### src/rtl/morse_key_sequencer.sv
`default_nettype none
// +----------------------------------------------------------------------------+
// | Module      : morse_key_sequencer                                          |
// | Description : Plays one Morse character as a unit-tick-timed key waveform, |
// |               followed by a letter or word gap.                            |
// | Options     : MORSE_ABORT_EN enables the synchronous abort input.          |
// | Revision    : 1.0 - initial release                                        |
// +----------------------------------------------------------------------------+
module morse_key_sequencer #(
  parameter int MAX_LEN    = 5,
  parameter int DASH_UNITS = 3,
  parameter int LGAP_UNITS = 3,
  parameter int WGAP_UNITS = 7
) (
  input  logic               clk,
  input  logic               rst_n,
  input  logic               unit_tick,
  input  logic               sym_valid,
  output logic               sym_ready,
  input  logic [MAX_LEN-1:0] sym_code,
  input  logic [2:0]         sym_len,
  input  logic               word_gap,
  input  logic               abort,
  output logic               key_out,
  output logic               busy,
  output logic               done
);

  // Elaboration-time range checks: all unit counts must fit the 3-bit counter.
  if (MAX_LEN < 1 || MAX_LEN > 7) begin : g_bad_max_len
    $error("morse_key_sequencer: MAX_LEN must be in 1..7");
  end
  if (DASH_UNITS < 1 || DASH_UNITS > 7) begin : g_bad_dash_units
    $error("morse_key_sequencer: DASH_UNITS must be in 1..7");
  end
  if (LGAP_UNITS < 1 || LGAP_UNITS > 7) begin : g_bad_lgap_units
    $error("morse_key_sequencer: LGAP_UNITS must be in 1..7");
  end
  if (WGAP_UNITS < 1 || WGAP_UNITS > 7) begin : g_bad_wgap_units
    $error("morse_key_sequencer: WGAP_UNITS must be in 1..7");
  end

  localparam logic [2:0] MAX_LEN_C = 3'(MAX_LEN);
  localparam logic [2:0] DASH_M1   = 3'(DASH_UNITS - 1);
  localparam logic [2:0] LGAP_M1   = 3'(LGAP_UNITS - 1);
  localparam logic [2:0] WGAP_M1   = 3'(WGAP_UNITS - 1);

  typedef enum logic [2:0] {
    IDLE  = 3'd0,
    ARM   = 3'd1,
    MARK  = 3'd2,
    SPACE = 3'd3,
    GAP   = 3'd4
  } state_t;

  state_t             state, state_d;
  logic [2:0]         cnt, cnt_d;
  logic [2:0]         idx, idx_d;
  logic [2:0]         len_q, len_d;
  logic [2:0]         gap_m1_q, gap_m1_d;
  logic [MAX_LEN-1:0] code_q, code_d;
  logic               wgap_q, wgap_d;
  logic               done_d;
  logic               key_d;

  logic               accept;
  logic [2:0]         len_clamped;
  logic               is_dash;
  logic               last_elem;
  logic [2:0]         mark_m1;

  assign sym_ready = (state == IDLE);
  assign busy      = (state != IDLE);

`ifdef MORSE_ABORT_EN
  assign accept = sym_valid & sym_ready & ~abort;
`else
  assign accept = sym_valid & sym_ready;
  logic unused_abort;
  assign unused_abort = abort;
`endif

  assign len_clamped = (sym_len > MAX_LEN_C) ? MAX_LEN_C : sym_len;

  // Select the current element bit without a variable part-select.
  always_comb begin
    is_dash = 1'b0;
    for (int i = 0; i < MAX_LEN; i++) begin
      if (idx == 3'(i)) begin
        is_dash = code_q[i];
      end
    end
  end

  assign last_elem = ({1'b0, idx} + 4'd1) >= {1'b0, len_q};
  assign mark_m1   = is_dash ? DASH_M1 : 3'd0;

  always_comb begin
    state_d  = state;
    cnt_d    = cnt;
    idx_d    = idx;
    len_d    = len_q;
    code_d   = code_q;
    wgap_d   = wgap_q;
    gap_m1_d = gap_m1_q;
    done_d   = 1'b0;

    case (state)
      IDLE: begin
        if (accept) begin
          code_d = sym_code;
          len_d  = len_clamped;
          wgap_d = word_gap;
          cnt_d  = 3'd0;
          idx_d  = 3'd0;
          if (len_clamped == 3'd0) begin
            state_d  = GAP;
            gap_m1_d = WGAP_M1;
          end else begin
            state_d = ARM;
          end
        end
      end
      ARM: begin
        if (unit_tick) begin
          state_d = MARK;
        end
      end
      MARK: begin
        if (unit_tick) begin
          if (cnt == mark_m1) begin
            cnt_d = 3'd0;
            if (last_elem) begin
              state_d  = GAP;
              gap_m1_d = wgap_q ? WGAP_M1 : LGAP_M1;
            end else begin
              state_d = SPACE;
            end
          end else begin
            cnt_d = cnt + 3'd1;
          end
        end
      end
      SPACE: begin
        if (unit_tick) begin
          state_d = MARK;
          idx_d   = idx + 3'd1;
        end
      end
      GAP: begin
        if (unit_tick) begin
          if (cnt == gap_m1_q) begin
            cnt_d   = 3'd0;
            state_d = IDLE;
            done_d  = 1'b1;
          end else begin
            cnt_d = cnt + 3'd1;
          end
        end
      end
      default: begin
        state_d = IDLE;
        cnt_d   = 3'd0;
      end
    endcase

`ifdef MORSE_ABORT_EN
    if (abort) begin
      state_d = IDLE;
      cnt_d   = 3'd0;
      idx_d   = 3'd0;
      done_d  = 1'b0;
    end
`endif

    // Key is a registered image of the MARK state, so it tracks tick edges.
    key_d = (state_d == MARK);
  end

  always_ff @(posedge clk or negedge rst_n) begin
    if (!rst_n) begin
      state    <= IDLE;
      cnt      <= 3'd0;
      idx      <= 3'd0;
      len_q    <= 3'd0;
      gap_m1_q <= 3'd0;
      code_q   <= '0;
      wgap_q   <= 1'b0;
      key_out  <= 1'b0;
      done     <= 1'b0;
    end else begin
      state    <= state_d;
      cnt      <= cnt_d;
      idx      <= idx_d;
      len_q    <= len_d;
      gap_m1_q <= gap_m1_d;
      code_q   <= code_d;
      wgap_q   <= wgap_d;
      key_out  <= key_d;
      done     <= done_d;
    end
  end

endmodule
`default_nettype wire

### config.mk
export PLATFORM = sky130hd
export DESIGN_NAME = morse_key_sequencer
export DESIGN_NICKNAME = d
export VERILOG_FILES = /design/src/rtl/morse_key_sequencer.sv
export SDC_FILE = /design/constraint.sdc
export NUM_CORES = 1
export LEC_CHECK = 0
export CELL_PAD_IN_SITES_DETAIL_PLACEMENT = 1
export CELL_PAD_IN_SITES_GLOBAL_PLACEMENT = 2
export CORE_MARGIN = 2
export CORE_UTILIZATION = 34
export CTS_CLUSTER_DIAMETER = 100
export DETAILED_ROUTE_END_ITERATION = 12
export MAX_ROUTING_LAYER = met4
export PLACE_DENSITY = 0.85
export SLEW_MARGIN = 20
export SYNTH_ARGS = -nofsm -noshare
export SYNTH_HDL_FRONTEND = slang
export SYNTH_SLANG_ARGS = --single-unit
### constraint.sdc
create_clock -name clk -period 2.4 [get_ports clk]
set_input_delay 0.48 -clock clk [delete_from_list [all_inputs] [get_ports clk]]
set_output_delay 0.48 -clock clk [all_outputs]
set_load 0.005 [all_outputs]
==> run summary <==
The detail route stage leaves a number of antenna-violating nets equal to 0. The share of power burned in registers was 36.1%. The tightest min-delay check is of the flop to flop type. The critical path is of the flop to flop type. The number of buffers inserted for hold repair after clock tree synthesis came out at 0.

The logs give 132 for the gate count of the mapped netlist and 13.0% for the relative contribution of the clock network to total power. During placement, the flow inserted port buffers numbering 16. The netlist uses 39 different library cells.

The source of the worst register-to-register timing path is idx[1]. CTS placed an instance of sky130_fd_sc_hd__clkbuf_8 at the clock tree root. The shortest period the worst path allows works out to 2.21 ns. The area of the placeable core is 0.00366 mm^2. The number of clock sinks seen by CTS came out at 22. After floorplanning, the core was divided into 22 placement rows. After detailed routing, the number of remaining DRC violations is 0.

The combined global-route utilization of all metal layers was 16.0%. The flow ran to the end, and the final reports show no timing, DRC or antenna violations. For the number of CTS-inserted buffers, the log shows 3. For the worst setup path, the data arrival time is 2.41 ns. The post-route netlist has 17.6% of its cells at a drive strength greater than 1. Setup violations remaining at the end of the flow were counted as 0. For the total leakage power, the log shows 0.000720 uW. The internal power of the cells totals 1100 uW.

The final count of pins violating max slew is 0. The via count normalized by instance count works out to 5.03. Critical-path cell with the highest stage delay: sky130_fd_sc_hd__dfrtp_1. Relative to the synthesized area, the layout overhead comes to 21.6%. The initial standard-cell utilization of the core was 35.5%. The floorplan step set the die height to 65.8 um. The HPWL after detailed placement is 2.17 mm. The clock-pin slew reported for the worst setup and hold paths after clock tree synthesis is 0.08 ns, and the number of global-route vias before repair is 1103. For the post-route non-filler standard cell count, the log shows 201.

The worst setup path is launched from a flop. Across the run, the number of max-cap violations was 0. For this run, the detailed router's first-pass iteration total came to 2.

The tools report the fraction of power consumed by combinational cells as 50.9%. Between clock sinks in the finished design, the worst skew comes to 0.00419 ns. The global route total overflow is 0, and the clock latency on the worst-skew pair is 0.26 ns.

The worst setup path is captured at a flop. Entering global routing, the biggest net connects 23 pins. For the area enclosed by the die boundary, the log shows 0.00433 mm^2. For the worst setup path, the data required time is 2.60 ns.

TritonCTS built the clock tree. For the global-route wire length before repair, the log shows 5.13 mm. The number of antenna violations at the first check in global routing is 0. The critical path goes through inv_1, ha_1, nand3b_1, a2111oi_4, nor2b_4, mux2i_1, or3_4, a21oi_2. The number of placed instances, taps included, is 198.

A synthesized cell averages 9.84 um^2. In this run the most critical hold path is launched from len_q[0]. In this run, post-CTS repair resized a total of 0 instances. For the depth of the CTS H-tree, the log shows 1. Along the worst path, the maximum fanout reaches 5. Period utilization: 92.0%.

VDD sags by at most 0.602 mV. The combined buffer and inverter count along the critical path was 1. In this run the power density over the cells is 1150 mW/mm^2. The post-CTS setup buffer count was 0.

Setup repair after global routing left no endpoint under its margin. The fraction of registers with async set or reset after synthesis was 100%; the maximum number of buffers from clock root to sink was 2. During synthesis, Yosys emitted a total of 0 warnings. The proportion of synthesized chip area in sequential cells was 42.4%. Count of pins on the block boundary: 18.

In this run, synthesis inferred 0 flip-flops with an integrated enable. The run gives 1011 as the via count. Flip-flop cell with the highest count after synthesis: sky130_fd_sc_hd__dfrtp_1. The tools report the worst setup margin as 0.193 ns. For this run, the post-layout net count is 178. Wires add up to 2.92 mm. The flop and latch count out of synthesis was 22. In the final timing run, aggregate negative setup slack is 0 ns. Before CTS, the worst setup slack after placement is 0.159 ns. Power comes to 1810 uW.

After detailed routing, the average wire length per cell comes to 14.5 um. The number of violations reported at the end of detailed-routing iteration 0 was 26. The antenna cell count is 0, and the count of final hold-check violations is 0. The kind of cell adding the most delay to the critical path was simple AND/OR/NAND/NOR gates.

The number of nets in the synthesized netlist is 155. Static timing analysis puts the maximum clock frequency at 453 MHz. Of the total power, the share spent switching nets is 39.4%. The run gives 714 uW as the switching power. Tracing the worst setup path back leads to its startpoint at idx[1]. The post-synthesis instance area was 0.00130 mm^2; the measured slew at the worst slew-check pin was 0.550 ns. Routability-driven placement finished with a final weighted congestion of 0.877.

The floorplan step set the die width to 65.8 um. In this run the tightest slew margin relative to its limit is 63.2%. For this run, the slowest stage of the critical path takes 0.42 ns.
sequential cells by signal (all words and copies together), names as in the netlist:
register	cells
done	1
cnt	3
state	3
wgap_q	1
idx	3
gap_m1_q	2
code_q	5
key_out	1
len_q	3
worst paths after layout:
path	end	slack, ns	cells after the start
worst min register to register	len_q[0]	0.49	2
min in group asynchronous	code_q[3]	0.57	2
worst max-delay path	gap_m1_q[2]	0.19	8
worst min-delay path	len_q[0]	0.49	2
worst max register to register	gap_m1_q[2]	0.19	8
max in group asynchronous	len_q[1]	1.60	2
final cells by class:
class | instances | area (um^2)
fillers | 428 | 2080
multi-input cells | 98 | 699
flip-flops and latches | 22 | 551
repair buffers | 20 | 190
well taps | 48 | 60.1
clock buffers | 3 | 41.3
inverters | 10 | 37.5
layout by cell type, fill, tap and decap left out, drive strengths merged:
| cell type | count |
|---|---|
| dfrtp | 22 |
| clkdlybuf4s50 | 16 |
| nand2 | 13 |
| nor2 | 12 |
| inv | 10 |
| ha | 9 |
| o21ai | 9 |
| a21oi | 8 |
| mux2 | 7 |
| nand3 | 5 |
| buf | 4 |
| nor3b | 3 |
| clkbuf | 3 |
| or3 | 3 |
| nor3 | 2 |
| nand2b | 2 |
| and2b | 2 |
| or2b | 2 |
| xor2 | 2 |
| a21o | 2 |
| o22ai | 2 |
| and3 | 2 |
| nor2b | 2 |
| nor4 | 2 |
| a311oi | 1 |
| or2 | 1 |
| nand3b | 1 |
| a2111oi | 1 |
| a31oi | 1 |
| mux2i | 1 |
| o32ai | 1 |
| and3b | 1 |
| nand4 | 1 |
power by group through the flow:
stage	logic [uW]	registers (uW)	clock network, uW
after global placement	889	651	0
after global routing	1030	682	266
after detailed placement	923	661	0
after CTS	934	653	248
final	922	653	236
after floorplan	675	609	0
worst min-delay path, stage by stage (launching register included):
cell	delay, ns
sky130_fd_sc_hd__dfrtp_1	0.35
sky130_fd_sc_hd__nand2_1	0.05
sky130_fd_sc_hd__o21ai_0	0.06
metal layers:
metal / vias up / wire, um / global-route usage (%)
met3: 4 / 104 / 2.73
met1: 491 / 1410 / 19.8
met4: 0 / 45 / 7.03
met5: - / 0 / -
li1: 501 / - / -
met2: 15 / 1360 / 25.8
cells in the mapped netlist (2+ instances only):
| cell type | count | area [um^2] |
|---|---|---|
| sky130_fd_sc_hd__or2b_2 | 2 | 17.5 |
| sky130_fd_sc_hd__nand2b_1 | 2 | 12.5 |
| sky130_fd_sc_hd__o22ai_1 | 2 | 12.5 |
| sky130_fd_sc_hd__and2b_2 | 2 | 17.5 |
| sky130_fd_sc_hd__ha_1 | 9 | 113 |
| sky130_fd_sc_hd__mux2_2 | 7 | 78.8 |
| sky130_fd_sc_hd__nor3_1 | 2 | 10.0 |
| sky130_fd_sc_hd__or3_1 | 2 | 12.5 |
| sky130_fd_sc_hd__o21ai_1 | 2 | 10.0 |
| sky130_fd_sc_hd__nor2_1 | 12 | 45.0 |
| sky130_fd_sc_hd__nand2_1 | 12 | 45.0 |
| sky130_fd_sc_hd__o21ai_0 | 7 | 35.0 |
| sky130_fd_sc_hd__a21oi_1 | 7 | 35.0 |
| sky130_fd_sc_hd__nand3_1 | 5 | 25.0 |
| sky130_fd_sc_hd__nor3b_1 | 3 | 22.5 |
| sky130_fd_sc_hd__dfrtp_1 | 22 | 551 |
| sky130_fd_sc_hd__xor2_1 | 2 | 17.5 |
| sky130_fd_sc_hd__inv_1 | 10 | 37.5 |
| sky130_fd_sc_hd__a21o_1 | 2 | 15.0 |
metrics by stage:
| step | utilization [%] | instance area (um^2) | hold WS, ns |
|---|---|---|---|
| 6_report | 43.1 | 1580 | 0.493 |
| 3_3_place_gp | 42.0 | 1540 | 0.466 |
| 2_1_floorplan | - | 1300 | 0.184 |
| 4_1_cts | 43.1 | 1580 | 0.500 |
| 5_1_grt | 43.1 | 1580 | 0.541 |
| 3_5_place_dp | 42.0 | 1540 | 0.480 |
logic make-up (layout without fill, tap and decap cells):
| group | count (synthesis) | after routing | synth area share, % |
|---|---|---|---|
| flops | 22 | 22 | 42.4 |
| xor+xnor | 2 | 2 | 1.35 |
| simple gates | 54 | 54 | 23.6 |
| mux | 8 | 8 | 6.84 |
| compound gates | 25 | 25 | 13.4 |
| buf+inv | 12 | 33 | 3.76 |
| fa+ha+maj | 9 | 9 | 8.67 |
No activity file was read; power rests on OpenSTA's default activity.
